`config.mk`:
```
export PLATFORM = sky130hd
export DESIGN_NAME = game_sequencer
export DESIGN_NICKNAME = d
export VERILOG_FILES = /design/src/rtl/game_sequencer.sv
export SDC_FILE = /design/constraint.sdc
export NUM_CORES = 1
export LEC_CHECK = 0
export ABC_AREA = 1
export CAP_MARGIN = 20
export CORE_AREA = 5 5 62 78
export CTS_BUF_LIST = sky130_fd_sc_hd__clkbuf_4
export DETAILED_ROUTE_END_ITERATION = 6
export DIE_AREA = 0 0 67 83
export PLACE_DENSITY = 0.7
export SLEW_MARGIN = 10
export SYNTH_ARGS = -nofsm -noshare
export SYNTH_HDL_FRONTEND = slang
export SYNTH_SLANG_ARGS = --single-unit
```
`constraint.sdc`:
```
create_clock -name iClk -period 2.4 [get_ports iClk]
set_input_delay 0.72 -clock iClk [delete_from_list [all_inputs] [get_ports iClk]]
set_output_delay 0.72 -clock iClk [all_outputs]
set_load 0.1 [all_outputs]
```
`src/rtl/game_sequencer.sv`:
```
// Purpose : frame-synchronous master scheduler for the obstacle/player game (states, step pulses, level).
// Latency : all outputs registered; a step pulse appears 1 cycle after its qualifying iFrameTick.
// Backpress: none; inputs are levels/pulses sampled every cycle, outputs are single-cycle enables.
// Ports   : iClk/iReset (sync, active-low); iFrameTick, iStart, iPause, iStop, iPunto in;
//           oStepCarros/oStepJugador step pulses, oEnableLFSR, oPintar, oResetPintar,
//           oNivel (level), oCuenta (countdown digit), oEstado (state code).
// Config  : define SEQ_PAUSA_EN to build the PAUSA state and the pause-button edge detector.
module game_sequencer #(
  parameter int FRAMES_INICIAL = 30,
  parameter int PASO_NIVEL     = 4,
  parameter int FRAMES_MIN     = 6,
  parameter int PUNTOS_NIVEL   = 5,
  parameter int NIVEL_MAX      = 7,
  parameter int CUENTA_FRAMES  = 60,
  parameter int CHOQUE_FRAMES  = 90
) (
  input  logic       iClk,
  input  logic       iReset,
  input  logic       iFrameTick,
  input  logic       iStart,
  input  logic       iPause,
  input  logic       iStop,
  input  logic       iPunto,
  output logic       oStepCarros,
  output logic       oStepJugador,
  output logic       oEnableLFSR,
  output logic       oPintar,
  output logic       oResetPintar,
  output logic [2:0] oNivel,
  output logic [1:0] oCuenta,
  output logic [2:0] oEstado
);

  typedef enum logic [2:0] {
    IDLE   = 3'd0,
    CUENTA = 3'd1,
    JUEGO  = 3'd2,
    PAUSA  = 3'd3,
    CHOQUE = 3'd4,
    FIN    = 3'd5
  } estadoT;

  localparam logic signed [8:0] INI_S      = 9'(FRAMES_INICIAL);
  localparam logic signed [8:0] PASO_S     = 9'(PASO_NIVEL);
  localparam logic signed [8:0] MIN_S      = 9'(FRAMES_MIN);
  localparam logic [7:0]        CUENTA_LIM = 8'(CUENTA_FRAMES - 1);
  localparam logic [7:0]        CHOQUE_LIM = 8'(CHOQUE_FRAMES - 1);
  localparam logic [7:0]        PUNTOS_LIM = 8'(PUNTOS_NIVEL - 1);
  localparam logic [2:0]        NIVEL_TOP  = 3'(NIVEL_MAX);

  estadoT      estado;
  logic [7:0]  frameCnt;
  logic [7:0]  cntInc;
  logic [7:0]  puntosCnt;
  logic [7:0]  puntosSig;
  logic [2:0]  nivelSig;
  logic        startPrev;
  logic        startEdge;
  logic        pauseEdge;
  logic signed [8:0] periodoRaw;
  logic [7:0]  pLimite;

  assign oEstado   = estado;
  assign startEdge = iStart & ~startPrev;
  assign cntInc    = frameCnt + 8'd1;

`ifdef SEQ_PAUSA_EN
  logic pausePrev;
  always_ff @(posedge iClk) begin
    if (!iReset) pausePrev <= 1'b0;
    else         pausePrev <= iPause;
  end
  assign pauseEdge = iPause & ~pausePrev;
`else
  logic unusedPausa;
  assign unusedPausa = iPause;
  assign pauseEdge   = 1'b0;
`endif

  // Step period in signed 9 bits so a large level*step cannot wrap below the floor.
  // pLimite is the counter value (P-1) at which a tick produces an obstacle step.
  always_comb begin
    periodoRaw = INI_S - $signed({6'd0, oNivel}) * PASO_S;
    if (periodoRaw < MIN_S) pLimite = 8'(FRAMES_MIN - 1);
    else                    pLimite = periodoRaw[7:0] - 8'd1;
  end

  // Point accumulation; the point counter clears every PUNTOS_NIVEL points even at max level.
  always_comb begin
    puntosSig = puntosCnt;
    nivelSig  = oNivel;
    if (iPunto) begin
      if (puntosCnt == PUNTOS_LIM) begin
        puntosSig = 8'd0;
        if (oNivel < NIVEL_TOP) nivelSig = oNivel + 3'd1;
      end else begin
        puntosSig = puntosCnt + 8'd1;
      end
    end
  end

  always_ff @(posedge iClk) begin
    if (!iReset) begin
      estado       <= IDLE;
      frameCnt     <= 8'd0;
      puntosCnt    <= 8'd0;
      startPrev    <= 1'b0;
      oNivel       <= 3'd0;
      oCuenta      <= 2'd0;
      oStepCarros  <= 1'b0;
      oStepJugador <= 1'b0;
      oEnableLFSR  <= 1'b0;
      oPintar      <= 1'b0;
      oResetPintar <= 1'b1;
    end else begin
      startPrev    <= iStart;
      oStepCarros  <= 1'b0;
      oStepJugador <= 1'b0;
      oResetPintar <= 1'b0;
      case (estado)
        IDLE: begin
          oResetPintar <= 1'b1;
          oPintar      <= 1'b0;
          oNivel       <= 3'd0;
          oCuenta      <= 2'd0;
          oEnableLFSR  <= 1'b0;
          frameCnt     <= 8'd0;
          puntosCnt    <= 8'd0;
          if (startEdge) begin
            estado      <= CUENTA;
            oCuenta     <= 2'd3;
            oPintar     <= 1'b1;
            oEnableLFSR <= 1'b1;
          end
        end
        CUENTA: begin
          oEnableLFSR <= 1'b1;
          oPintar     <= 1'b1;
          if (iFrameTick) begin
            if (frameCnt == CUENTA_LIM) begin
              frameCnt <= 8'd0;
              oCuenta  <= oCuenta - 2'd1;
              if (oCuenta == 2'd1) estado <= JUEGO;
            end else begin
              frameCnt <= cntInc;
            end
          end
        end
        JUEGO: begin
          // Points are taken in every JUEGO cycle, including the one that leaves it.
          puntosCnt   <= puntosSig;
          oNivel      <= nivelSig;
          oEnableLFSR <= 1'b1;
          oPintar     <= 1'b1;
          if (iStop) begin
            estado      <= CHOQUE;
            frameCnt    <= 8'd0;
            oEnableLFSR <= 1'b0;
          end
`ifdef SEQ_PAUSA_EN
          else if (pauseEdge) begin
            estado      <= PAUSA;
            oEnableLFSR <= 1'b0;
          end
`endif
          else if (iFrameTick) begin
            oStepJugador <= 1'b1;
            // >= rather than == so a level-up that shrinks P below the count steps on the next tick.
            if (frameCnt >= pLimite) begin
              oStepCarros <= 1'b1;
              frameCnt    <= 8'd0;
            end else begin
              frameCnt <= cntInc;
            end
          end
        end
`ifdef SEQ_PAUSA_EN
        PAUSA: begin
          oPintar <= 1'b1;
          if (pauseEdge) begin
            estado      <= JUEGO;
            oEnableLFSR <= 1'b1;
          end
        end
`endif
        CHOQUE: begin
          oEnableLFSR <= 1'b0;
          if (iFrameTick) begin
            if (frameCnt == CHOQUE_LIM) begin
              estado  <= FIN;
              oPintar <= 1'b1;
            end else begin
              frameCnt <= cntInc;
              oPintar  <= ~cntInc[3];
            end
          end
        end
        FIN: begin
          oPintar     <= 1'b1;
          oEnableLFSR <= 1'b0;
          if (startEdge) begin
            estado       <= CUENTA;
            oCuenta      <= 2'd3;
            oNivel       <= 3'd0;
            puntosCnt    <= 8'd0;
            frameCnt     <= 8'd0;
            oResetPintar <= 1'b1;
            oEnableLFSR  <= 1'b1;
          end
        end
        default: begin
          estado       <= IDLE;
          oResetPintar <= 1'b1;
          oPintar      <= 1'b0;
          oNivel       <= 3'd0;
          oCuenta      <= 2'd0;
          oEnableLFSR  <= 1'b0;
          frameCnt     <= 8'd0;
          puntosCnt    <= 8'd0;
        end
      endcase
    end
  end

endmodule

```
; After elaboration in Yosys (flattened, before gate mapping)
; Index checks and enable logic that the tools add are counted.
[word_totals]
inputBits = 7
wordCells = 102
out_inout_bits = 13
ff_bits = 30
[classes]
n_mux = 40
add_sub_neg = 6
n_lt_le_gt_ge = 3
bitwise = 8
n_reduce_logical = 13
n_eq_ne = 21
[ops]
columns = cell, count
row1 = 8-bit two-way mux, 11
row2 = 3-bit two-way mux, 11
row3 = 8-bit one-hot mux with 4 select lines, 1
row4 = 8-bit one-hot mux with 3 select lines, 1
row5 = 2-bit inequality test (second input constant), 11
row6 = 8-bit by 1-bit adder with 8-bit output (second input constant), 2
row7 = 3-bit one-hot mux with 4 select lines, 1
row8 = 5-bit AND reduction, 2
row9 = 3-bit one-hot mux with 3 select lines, 1
row10 = 3-bit OR reduction, 3
row11 = 8-bit by 3-bit equality test with 1-bit output (second input constant), 1
row12 = 8-bit by 6-bit equality test with 1-bit output (second input constant), 1
row13 = 8-bit by 7-bit equality test with 1-bit output (second input constant), 1
row14 = 8-bit greater-or-equal comparator, 1
row15 = 2-bit two-way mux, 4
row16 = 2-bit one-hot mux with 4 select lines, 1
row17 = 1-bit NOT, 7
row18 = 7-bit AND reduction, 1
row19 = 6-bit by 2-bit subtractor with 7-bit output (second input constant), 1
row20 = 3-bit equality test (second input constant), 2
row21 = 6-bit by 4-bit less-than comparator with 1-bit output (second input constant), 1
row22 = 1-bit two-way mux, 6
row23 = 1-bit one-hot mux with 3 select lines, 2
row24 = 2-bit OR reduction, 3
row25 = 15 further kinds, 15

; Depth between registers and ports, before layout
; Gate-level depths: netlist (run 1).
[logic_depth]
depth_word = 8
mapped_depth = 13
depth_no_buf = 13

; Worst setup path after synthesis (run 1)
; OpenSTA, ideal clock, no wires.
[synth_timing]
kind = reg2reg
start = register oNivel[0]
end = register frameCnt[0]
path_buffers = 0
path_stages_with_launch = 14
setup_time_ps = 71
arrival_ps = 2454
required_time_ps = 2329
slack_ps = -125
period_less_slack_ps = 2525
cell_sequence = dfxtp_1 ha_1 ha_1 or2_2 ha_1 nand2_1 inv_1 nand2_1 nor2_1 nor2_1 nand3_1 nand2_1 nand3_1 a21oi_1
[synth_between]
elab_chain_len = 8
elab_cells_between_ends = 9
cone_classes = add/sub (2) / order compare (2) / mux (5)
[synth_lines]
columns = item, line_no
row1 = start: declaration, 29  ; output logic [2:0] oNivel,
row2 = start signal: assignment, 152  ; oNivel <= nivelSig;
row3 = 5-bit by 5-bit subtractor with 6-bit output (*), 83  ; periodoRaw = INI_S - $signed({6'd0, oNivel}) * PASO_S;
row4 = 6-bit by 2-bit subtractor with 7-bit output or 6-bit by 4-bit less-than comparator with 1-bit output (tied branches), "85, 84"
row5 = 8-bit two-way mux (*), 84  ; if (periodoRaw < MIN_S) pLimite = 8'(FRAMES_MIN - 1);
row6 = 8-bit greater-or-equal comparator (*), 169  ; if (frameCnt >= pLimite) begin
row7 = 8-bit two-way mux (*), 169
row8 = 8-bit two-way mux (*), 166  ; else if (iFrameTick) begin
row9 = 8-bit two-way mux (*), 155  ; if (iStop) begin
row10 = 8-bit one-hot mux with 4 select lines (*), 120  ; case (estado)
row11 = end signal: assignment, 145  ; frameCnt <= cntInc;
row12 = end signal: assignment, 173  ; frameCnt <= cntInc;
row13 = end signal: assignment, 193  ; frameCnt <= cntInc;
row14 = end: declaration, 52  ; logic [7:0] frameCnt;
; Every way passes the cells marked *; elsewhere a longest branch is shown, timed or not. The select of a mux whose other input is x is not followed.
; A chain may end at the register's enable or synchronous reset.

; Final worst setup path (run 1)
[layout_timing]
start = register oNivel[0]
end = register frameCnt[3]
; The elaborated chain is that of the path after synthesis.

==> results of run 1 <==
metal layers:
| metal | routed length [µm] | part of all wire, % | vias to the layer above |
|---|---|---|---|
| met4 | 57 | 1.4 | 0 |
| li1 | - | - | 944 |
| met3 | 123 | 3.1 | 7 |
| met1 | 1816 | 45 | 783 |
| met2 | 2025 | 50 | 28 |
| met5 | 0 | 0 | - |
critical path, stage by stage, from the launching register on:
cell and delay [ps]:
sky130_fd_sc_hd__dfxtp_2 350, sky130_fd_sc_hd__ha_1 200, sky130_fd_sc_hd__ha_2 180, sky130_fd_sc_hd__or2_2 270, sky130_fd_sc_hd__ha_1 290, sky130_fd_sc_hd__nand2_1 60
sky130_fd_sc_hd__inv_1 40, sky130_fd_sc_hd__nand2_1 60, sky130_fd_sc_hd__nor2_1 40, sky130_fd_sc_hd__nor2_1 130, sky130_fd_sc_hd__nand3_1 150, sky130_fd_sc_hd__nand2_2 130
sky130_fd_sc_hd__nand3_1 90, sky130_fd_sc_hd__a21oi_1 150
layout by cell type (no fill, tap or decap), types with 2 or more instances in the layout:
master	n
sky130_fd_sc_hd__nand2_1	52
sky130_fd_sc_hd__inv_1	38
sky130_fd_sc_hd__nor2_1	36
sky130_fd_sc_hd__dfxtp_1	28
sky130_fd_sc_hd__a21oi_1	22
sky130_fd_sc_hd__nand3_1	19
sky130_fd_sc_hd__buf_4	14
sky130_fd_sc_hd__nor3_1	12
sky130_fd_sc_hd__ha_1	10
sky130_fd_sc_hd__o21ai_0	9
sky130_fd_sc_hd__nand2_2	8
sky130_fd_sc_hd__nor2_2	7
sky130_fd_sc_hd__nand2_4	6
sky130_fd_sc_hd__clkbuf_4	6
sky130_fd_sc_hd__clkdlybuf4s50_1	5
sky130_fd_sc_hd__nor3_2	4
sky130_fd_sc_hd__xor2_1	4
sky130_fd_sc_hd__inv_2	3
sky130_fd_sc_hd__nand4_1	3
sky130_fd_sc_hd__or2_2	2
sky130_fd_sc_hd__nor2_4	2
sky130_fd_sc_hd__dfxtp_2	2
sky130_fd_sc_hd__buf_12	2
area by class of cell:
cell class	instances	area, µm²
Timing Repair Buffer	21	195.2
Tap cell	56	70.07
Fill cell	397	1774
Sequential cell	30	603.1
Multi-Input combinational cell	206	1151
Clock inverter	2	8.758
Clock buffer	6	45.04
Inverter	41	153.9
logic make-up (layout without fill, tap and decap cells):
group                    Yosys count  after routing  synth area share [%]
flip-flops                        30             30                 31.21
adder cells (fa/ha/maj)           11             11                 7.152
XOR/XNOR                           4              4                 1.820
AO/OA/AOI/OAI                     37             37                 10.14
buffers and inverters             45             70                 9.428
AND/OR/NAND/NOR                  154            154                 40.25
sequential cells by signal, indices dropped and copies added (netlist names):
register	cells
oStepJugador	1
oNivel	3
oEnableLFSR	1
oEstado	3
startPrev	1
oStepCarros	1
oResetPintar	1
frameCnt	8
puntosCnt	8
oPintar	1
oCuenta	2
stage by stage:
step                      setup TNS [ps]  total power, µW
after floorplan                        0             2147
after global placement                 0             2474
after detailed placement               0             2484
after CTS                              0             2785
after global routing              -10.65             2983
final                                  0             2778
worst max path at each step:
stage,from,endpoint,cells past startpoint
after CTS,oNivel[0]$_SDFFE_PN0P_,frameCnt[3]$_SDFFE_PN0P_,13
after floorplan,oNivel[2]$_SDFFE_PN0P_,frameCnt[0]$_SDFFE_PN0P_,12
final,oNivel[0]$_SDFFE_PN0P_,frameCnt[3]$_SDFFE_PN0P_,13
after global routing,oNivel[0]$_SDFFE_PN0P_,frameCnt[3]$_SDFFE_PN0P_,13
after detailed placement,iStart,frameCnt[2]$_SDFFE_PN0P_,10
after global placement,iStart,frameCnt[2]$_SDFFE_PN0P_,10
where the power goes:
| group | leakage, µW | switching [µW] | internal, µW | total (µW) |
|---|---|---|---|---|
| clock network | 0.0000331 | 176 | 121 | 297 |
| registers | 0.000245 | 116 | 588 | 704 |
| logic | 0.000714 | 1260 | 519 | 1780 |
| total | 0.000992 | 1550 | 1230 | 2780 |
==> run metrics, run 1 <==
count of state elements after synthesis 30; Routed wire per std cell 11.11 µm; GR Layer Usage met3 3.108%; global-route met1 utilization 18.86%; startpoint of the lowest-slack register-to-register path oNivel[0]$_SDFFE_PN0P_; initial antenna violation count 0; period utilization 92.02%; met2 Resource Use GR 26.30%; pin count of the biggest net entering global routing 13; origin of the worst min-delay path oPintar$_SDFFE_PN0N_; Setup Slack @ Placement 45.20 ps; proportion of synthesized chip area in sequential cells 31.21%; post-synthesis cell count 281; Worst Setup Slack, final 191.6 ps; required time at the endpoint of the critical path 2660 ps; fraction of synthesized cell area taken by the top area cell type 31.21%; leakage power summed over all cells 0.0009916 µW; slack of the worst reg-to-reg path 190 ps; Hold Path Cell Cnt 2; remaining antenna violation count 0; crit path max fanout 5; via count of the first global-routing pass 1618; Synth async-reset ratio 0%; final critical delay including setup and external delays 2208 ps; growth of design area from synthesis to finish 15.73%; diodes inserted 0; count of unique library cells instantiated by Yosys 30; First DRT Iteration DRCs 85; post-route cell area 0.002227 mm²; leftover overflow at the end of global routing 0; most heavily used metal layer in global routing met2; chip width 67 µm; max-slew violations 0; clock tree sinks 30; DRC violations left 0; count of pins on the block boundary 20; Avg Synthesized Cell Area 6.848 µm²; # nets final 323; Max Cap Violations 0; non-filler cells in the finished layout 362; placed cell areas 0.002165 mm²; clock insertion delay at the later pin of the skew report 330 ps; H-Tree Level Count 2; Reg2Reg Depth 13; Hold-fix buffers, CTS 0; cell types with the highest counts after synthesis 53 x sky130_fd_sc_hd__nand2_1, 38 x sky130_fd_sc_hd__inv_1, 36 x sky130_fd_sc_hd__nor2_1, 30 x sky130_fd_sc_hd__dfxtp_1, 23 x sky130_fd_sc_hd__a21oi_1; number of buffers inserted to repair setup after CTS 0; vias per std cell 4.867; wirelength, routed 4.022 mm; CTS tree done; type of element launching the critical path register; cell types with the largest area share after synthesis sky130_fd_sc_hd__dfxtp_1 31%, sky130_fd_sc_hd__nand2_1 10%, sky130_fd_sc_hd__inv_1 7.4%; worst hold slack 498.3 ps; commonest register cell after synthesis sky130_fd_sc_hd__dfxtp_1; Hold/Removal Path Class reg -> reg; Resize count post-CTS 0; run status complete, no violations; number of hold violations in the final report 0; cell type with the largest total area after synthesis sky130_fd_sc_hd__dfxtp_1; number of endpoints failing setup at the final stage 0; post-DP HPWL 3.079 mm; router iterations before antenna repair 4; CP Data Arrival Time 2470 ps; Inserted Clock Buffers 5; endpoint of the most critical register-to-register path frameCnt[3]$_SDFFE_PN0P_; Max Buffers Root-to-Sink 2; clock transition time at the flip-flop clock pins of the worst setup and hold paths 90 ps; share of the core filled with cells 55.66%; Pwr per Cell Area 1247 mW/mm²; Total Die Area 0.005561 mm²; Worst Hold Path EP oPintar$_SDFFE_PN0N_; worst setup path category reg -> reg; Post-Place Cells 354; Chip Height 83 µm; all-layer global routing usage 15.49%; syn_nets 299; initial core utilization 48.09%; buffer cell driving the clock tree root sky130_fd_sc_hd__clkbuf_4; summed instance area of the synthesized netlist 0.001924 mm²; most frequent cell after synthesis sky130_fd_sc_hd__nand2_1; Port Buffer Count 18; maximum vdd ir drop 0.8763 mV; vias after detailed routing 1762; yosys synthesis warning count 0; EDFF count, synth 0; worst clock skew on the final layout 6.271 ps; Placement Rows 26; RD Place Congestion 0.8490; Max Freq 452.8 MHz; global-route wire length before repair 6.941 mm; worst-margin pin slew 437.8 ps; CP endpoint kind register; fraction of final layout cells sized beyond drive strength 1 20.26%; max-slew headroom at the worst pin 70.78%; core box area 0.004001 mm²
(Power assumes the default switching activity.)
==> run 2, diff against run 1 <==
--- a/config.mk
+++ b/config.mk
@@ -7,10 +7,10 @@
 export LEC_CHECK = 0
 export ABC_AREA = 1
 export CAP_MARGIN = 20
-export CORE_AREA = 5 5 62 78
+export CORE_AREA = 2 2 59 75
 export CTS_BUF_LIST = sky130_fd_sc_hd__clkbuf_4
 export DETAILED_ROUTE_END_ITERATION = 6
-export DIE_AREA = 0 0 67 83
+export DIE_AREA = 0 0 61 77
 export PLACE_DENSITY = 0.7
 export SLEW_MARGIN = 10
 export SYNTH_ARGS = -nofsm -noshare
==> run 2 against run 1 <==
Via count is 0.79% lower. Wire length decreased by 1.3%. Largest power group unchanged. First-iteration DRC count increased by 18%. Power decreased by 0.49%. Sequential share of layout area increased by 0.11 points. Worst setup slack better by 7.5 ps. Highest routed layer unchanged. Clock skew is 2.2 ps higher. Cell area down 0.39%. Largest cell class unchanged. Worst hold slack got worse by 3.8 ps.
==> run metrics, run 2 (synthesis results as in run 1) <==
run status complete, no violations; buffer cell driving the clock tree root sky130_fd_sc_hd__clkbuf_4; fraction of final layout cells sized beyond drive strength 1 19.28%; post-route cell area 0.002218 mm²; worst-margin pin slew 422.2 ps; diodes inserted 0; leakage power summed over all cells 0.0009904 µW; maximum vdd ir drop 0.9518 mV; Worst Setup Slack, final 199.1 ps; DRC violations left 0; Max Buffers Root-to-Sink 2; initial antenna violation count 0; initial core utilization 48.09%; Inserted Clock Buffers 5; number of endpoints failing setup at the final stage 0; pin count of the biggest net entering global routing 13; fill count 400; CP Data Arrival Time 2470 ps; Max Freq 454.4 MHz; router iterations before antenna repair 4; Pwr per Cell Area 1246 mW/mm²; Max Cap Violations 0; H-Tree Level Count 2; post-layout total power 2765 µW; type of element launching the critical path register; placed cell areas 0.002165 mm²; global-route wire length before repair 6.796 mm; post-DP HPWL 3.066 mm; max-slew headroom at the worst pin 71.82%; non-filler cells in the finished layout 362; clock insertion delay at the later pin of the skew report 340 ps; # nets final 323; most common library cell in the layout ignoring fill and taps sky130_fd_sc_hd__nand2_1; growth of design area from synthesis to finish 15.28%; via count of the first global-routing pass 1631; number of hold violations in the final report 0; crit path max fanout 5; combined flip-flop and latch cell area 603.1 µm²; Routed wire per std cell 10.96 µm; required time at the endpoint of the critical path 2670 ps; Post-Place Cells 354; remaining antenna violation count 0; Port Buffer Count 18; leftover overflow at the end of global routing 0; final critical delay including setup and external delays 2201 ps; vias per std cell 4.829; wirelength, routed 3.969 mm; period utilization 91.71%; chip width 61 µm; setup repair after global routing missed its margin false; registers with the most flip-flops frameCnt: 8 flops, puntosCnt: 8 flops; Hold-fix buffers, CTS 0; Total Die Area 0.004697 mm²; vias after detailed routing 1748; CTS tree done; number of buffers inserted to repair setup after CTS 0; CP endpoint kind register; Resize count post-CTS 0; Hold/Removal Path Class reg -> reg; worst setup path category reg -> reg; Chip Height 77 µm; max-slew violations 0; worst clock skew on the final layout 8.485 ps; count of pins on the block boundary 20; Multi-input gate area 0.001142 mm²; all-layer global routing usage 19.02%; Setup Slack @ Placement 56.08 ps; clock transition time at the flip-flop clock pins of the worst setup and hold paths 100 ps; core box area 0.004001 mm²; Placement Rows 26; First DRT Iteration DRCs 100; most used cells in the layout excluding fill and tap cells 53 x sky130_fd_sc_hd__nand2_1, 38 x sky130_fd_sc_hd__inv_1, 36 x sky130_fd_sc_hd__nor2_1; clock tree sinks 30; RD Place Congestion 0.8742; Total Neg Setup Slack 0 ps
run 2: cell count changes in the layout (fill, tap and decap cells not counted):
cell                         before  now
sky130_fd_sc_hd__clkbuf_4         6    5
sky130_fd_sc_hd__ha_2             1    0
sky130_fd_sc_hd__ha_1            10   11
sky130_fd_sc_hd__a21oi_2          1    0
sky130_fd_sc_hd__nand2_1         52   53
sky130_fd_sc_hd__nand2_2          8    7
sky130_fd_sc_hd__a21oi_1         22   23
sky130_fd_sc_hd__clkinvlp_4       0    1
run 2: worst max-delay path, cell delays in order (launching register included):
cell                      delay, ps
sky130_fd_sc_hd__dfxtp_2        350
sky130_fd_sc_hd__ha_1           200
sky130_fd_sc_hd__ha_1           200
sky130_fd_sc_hd__or2_2          280
sky130_fd_sc_hd__ha_1           290
sky130_fd_sc_hd__nand2_1         60
sky130_fd_sc_hd__inv_1           40
sky130_fd_sc_hd__nand2_1         60
sky130_fd_sc_hd__nor2_1          40
sky130_fd_sc_hd__nor2_1         100
sky130_fd_sc_hd__nand3_1        120
sky130_fd_sc_hd__nand2_1        160
sky130_fd_sc_hd__nand3_1         90
sky130_fd_sc_hd__a21oi_1        140
run 2: cell type report:
type	instances	share of cell area (%)
Multi-Input combinational cell	206	51.49
Tap cell	56	3.158
Sequential cell	30	27.19
Inverter	41	6.937
Clock inverter	3	0.7332
Clock buffer	5	1.692
Timing Repair Buffer	21	8.799
run 2: path summary, 6_finish.rpt:
kind	start	to	slack, ps	cells after the start
min	oPintar$_SDFFE_PN0N_	oPintar$_SDFFE_PN0N_	490	2
min reg2reg	oPintar$_SDFFE_PN0N_	oPintar$_SDFFE_PN0N_	490	2
max	oNivel[0]$_SDFFE_PN0P_	frameCnt[1]$_SDFFE_PN0P_	200	13
max reg2reg	oNivel[0]$_SDFFE_PN0P_	frameCnt[1]$_SDFFE_PN0P_	200	13
run 2: stage by stage:
step / hold WS [ps] / util, %
after floorplan: 468.4 / -
after global placement: 478.7 / 54.10
after detailed placement: 480.4 / 54.10
after CTS: 497.7 / 55.44
after global routing: 533.1 / 55.44
final: 494.5 / 55.44
run 2: power by group:
| part | internal [µW] | leakage, µW | switching [µW] | total (µW) |
|---|---|---|---|---|
| Combinational | 515 | 0.000717 | 1250 | 1770 |
| Clock | 109 | 0.0000286 | 187 | 296 |
| Sequential | 588 | 0.000245 | 114 | 702 |
run 2: routing by layer:
layer  up-vias  share of wire, %  global-route usage (%)
li1        941                 -                       -
met2        34                49                   30.22
met5         -                 0                       0
met1       766                45                   23.16
met3         7               3.8                   5.734
met4         0               1.8                   8.043
==> run 3, diff against run 2 <==
==> constraint.sdc (replaced) <==
create_clock -name iClk -period 2.1 [get_ports iClk]
set_input_delay 0.63 -clock iClk [delete_from_list [all_inputs] [get_ports iClk]]
set_output_delay 0.63 -clock iClk [all_outputs]
set_load 0.1 [all_outputs]
==> run 3 against run 2 <==
Flip-flop and latch count is the same. Clock power is 98% higher. Sequential power up 19%. Critical endpoint is now frameCnt[0]$_SDFFE_PN0P_.
==> run metrics, run 3 (synthesis results as in run 1) <==
chip width 61 µm; clock transition time at the flip-flop clock pins of the worst setup and hold paths 100 ps; diodes inserted 0; # nets final 332; post-DP HPWL 3.358 mm; Max Cap Violations 0; Inserted Clock Buffers 5; vias after detailed routing 1836; Post-Place Cells 363; initial core utilization 48.09%; registers with the most flip-flops frameCnt: 8 flops, puntosCnt: 8 flops; max-slew headroom at the worst pin 70.92%; vias per std cell 4.949; Max Freq 485.8 MHz; setup repair after global routing missed its margin true; required time at the endpoint of the critical path 2380 ps; core box area 0.004001 mm²; Max Buffers Root-to-Sink 2; crit path max fanout 4; H-Tree Level Count 2; fraction of final layout cells sized beyond drive strength 1 28.57%; Total Die Area 0.004697 mm²; Hold-fix buffers, CTS 0; CP Data Arrival Time 2340 ps; pin count of the biggest net entering global routing 12; router iterations before antenna repair 4; clock tree sinks 30; CTS tree done; CP endpoint kind register; worst path bufs/invs 1; number of endpoints failing setup at the final stage 0; type of element launching the critical path register; maximum vdd ir drop 1.241 mV; placed cell areas 0.002372 mm²; cell family with the largest share of critical-path delay simple AND/OR/NAND/NOR gates; leftover overflow at the end of global routing 0; via count of the first global-routing pass 1701; run status complete, no violations; most used cells in the layout excluding fill and tap cells 50 x sky130_fd_sc_hd__nand2_1, 36 x sky130_fd_sc_hd__inv_1, 36 x sky130_fd_sc_hd__nor2_1; clock insertion delay at the later pin of the skew report 330 ps; leakage power summed over all cells 0.001072 µW; Largest stage delay, worst path 360 ps; buffer cell driving the clock tree root sky130_fd_sc_hd__clkbuf_4; worst clock skew on the final layout 4.559 ps; Total Neg Setup Slack 0 ps; number of hold violations in the final report 0; list of cells traversed by the critical path ha_4 -> ha_4 -> or2_4 -> ha_4 -> inv_2 -> nor2_1 -> nand2_1 -> nor2_1 -> nor2_1 -> nand3_2 -> nand2_4 -> nand3_2 -> a21oi_2; Placement Rows 26; initial antenna violation count 0; post-route cell area 0.002539 mm²; all-layer global routing usage 20.36%; max-slew violations 0; count of pins on the block boundary 20; growth of design area from synthesis to finish 31.92%; fill count 353; Port Buffer Count 18; final critical delay including setup and external delays 2059 ps; wirelength, routed 4.331 mm; most common library cell in the layout ignoring fill and taps sky130_fd_sc_hd__nand2_1; Routed wire per std cell 11.67 µm; number of buffers inserted to repair setup after CTS 0; Slowest-stage cell, CP sky130_fd_sc_hd__dfxtp_4; Chip Height 77 µm; non-filler cells in the finished layout 371; remaining antenna violation count 0; First DRT Iteration DRCs 92; worst setup path category reg -> reg; RD Place Congestion 0.9106; period utilization 98.03%; global-route wire length before repair 7.314 mm; worst-margin pin slew 433.8 ps; Hold/Removal Path Class reg -> reg; DRC violations left 0; Pwr per Cell Area 1468 mW/mm²
run 3: cell types whose count changed in the layout (fill, tap and decap cells not counted), sizes merged:
| cell | before | now |
|---|---|---|
| buf | 16 | 25 |
| bufinv | 0 | 2 |
| clkinv | 2 | 1 |
| clkinvlp | 1 | 0 |
run 3: where the power goes:
part	total, µW	internal (µW)	switching [µW]
sequential	833	682	151
combinational	2310	783	1530
clock	586	367	219
total	3730	1830	1900
run 3: per-layer routing:
| metal | vias up | global-route usage (%) | routed length, µm |
|---|---|---|---|
| li1 | 961 | - | - |
| met1 | 825 | 24.87 | 1864 |
| met2 | 38 | 32.58 | 2200 |
| met3 | 12 | 4.553 | 147 |
| met4 | 0 | 10.00 | 118 |
| met5 | - | 0 | 0 |
run 3: worst min-delay path, delay by kind of cell (launching register included):
family / cells / cell delay [ps]
flops: 1 / 320
simple gates: 2 / 150
run 3: path summary, 6_finish.rpt:
kind	start	endpoint	slack (ps)	cells past startpoint
worst max-delay path	oNivel[0]$_SDFFE_PN0P_	frameCnt[0]$_SDFFE_PN0P_	40	13
worst min-delay path	puntosCnt[3]$_SDFFE_PN0P_	puntosCnt[3]$_SDFFE_PN0P_	510	2
worst max register to register	oNivel[0]$_SDFFE_PN0P_	frameCnt[0]$_SDFFE_PN0P_	40	13
worst min register to register	puntosCnt[3]$_SDFFE_PN0P_	puntosCnt[3]$_SDFFE_PN0P_	510	2
run 3: final cells by class:
type | instances | area [µm²] | share of cell area, %
Clock buffer | 5 | 37.54 | 1.479
Clock inverter | 3 | 63.81 | 2.514
Inverter | 41 | 153.9 | 6.062
Multi-Input combinational cell | 206 | 1250 | 49.24
Sequential cell | 30 | 613.1 | 24.15
Tap cell | 56 | 70.07 | 2.760
Timing Repair Buffer | 30 | 350.3 | 13.80
run 3: what timing repair did:
item | CTS | global route
setup endpoints to repair | 2 | 7
pin swaps | 2 | 10
resized for setup | 0 | 17
run 3: metrics by stage:
stage                     hold WS [ps]  setup slack (ps)  util, %  total power (µW)
after floorplan                  468.4             6.756        -              2481
after global placement           476.4            -92.69    59.29              3063
after detailed placement         494.7            -110.3    59.29              3091
after CTS                        512.7             14.40    61.82              3680
after global routing             557.1            -76.50    63.45              3974
final                            506.7             41.37    63.45              3728
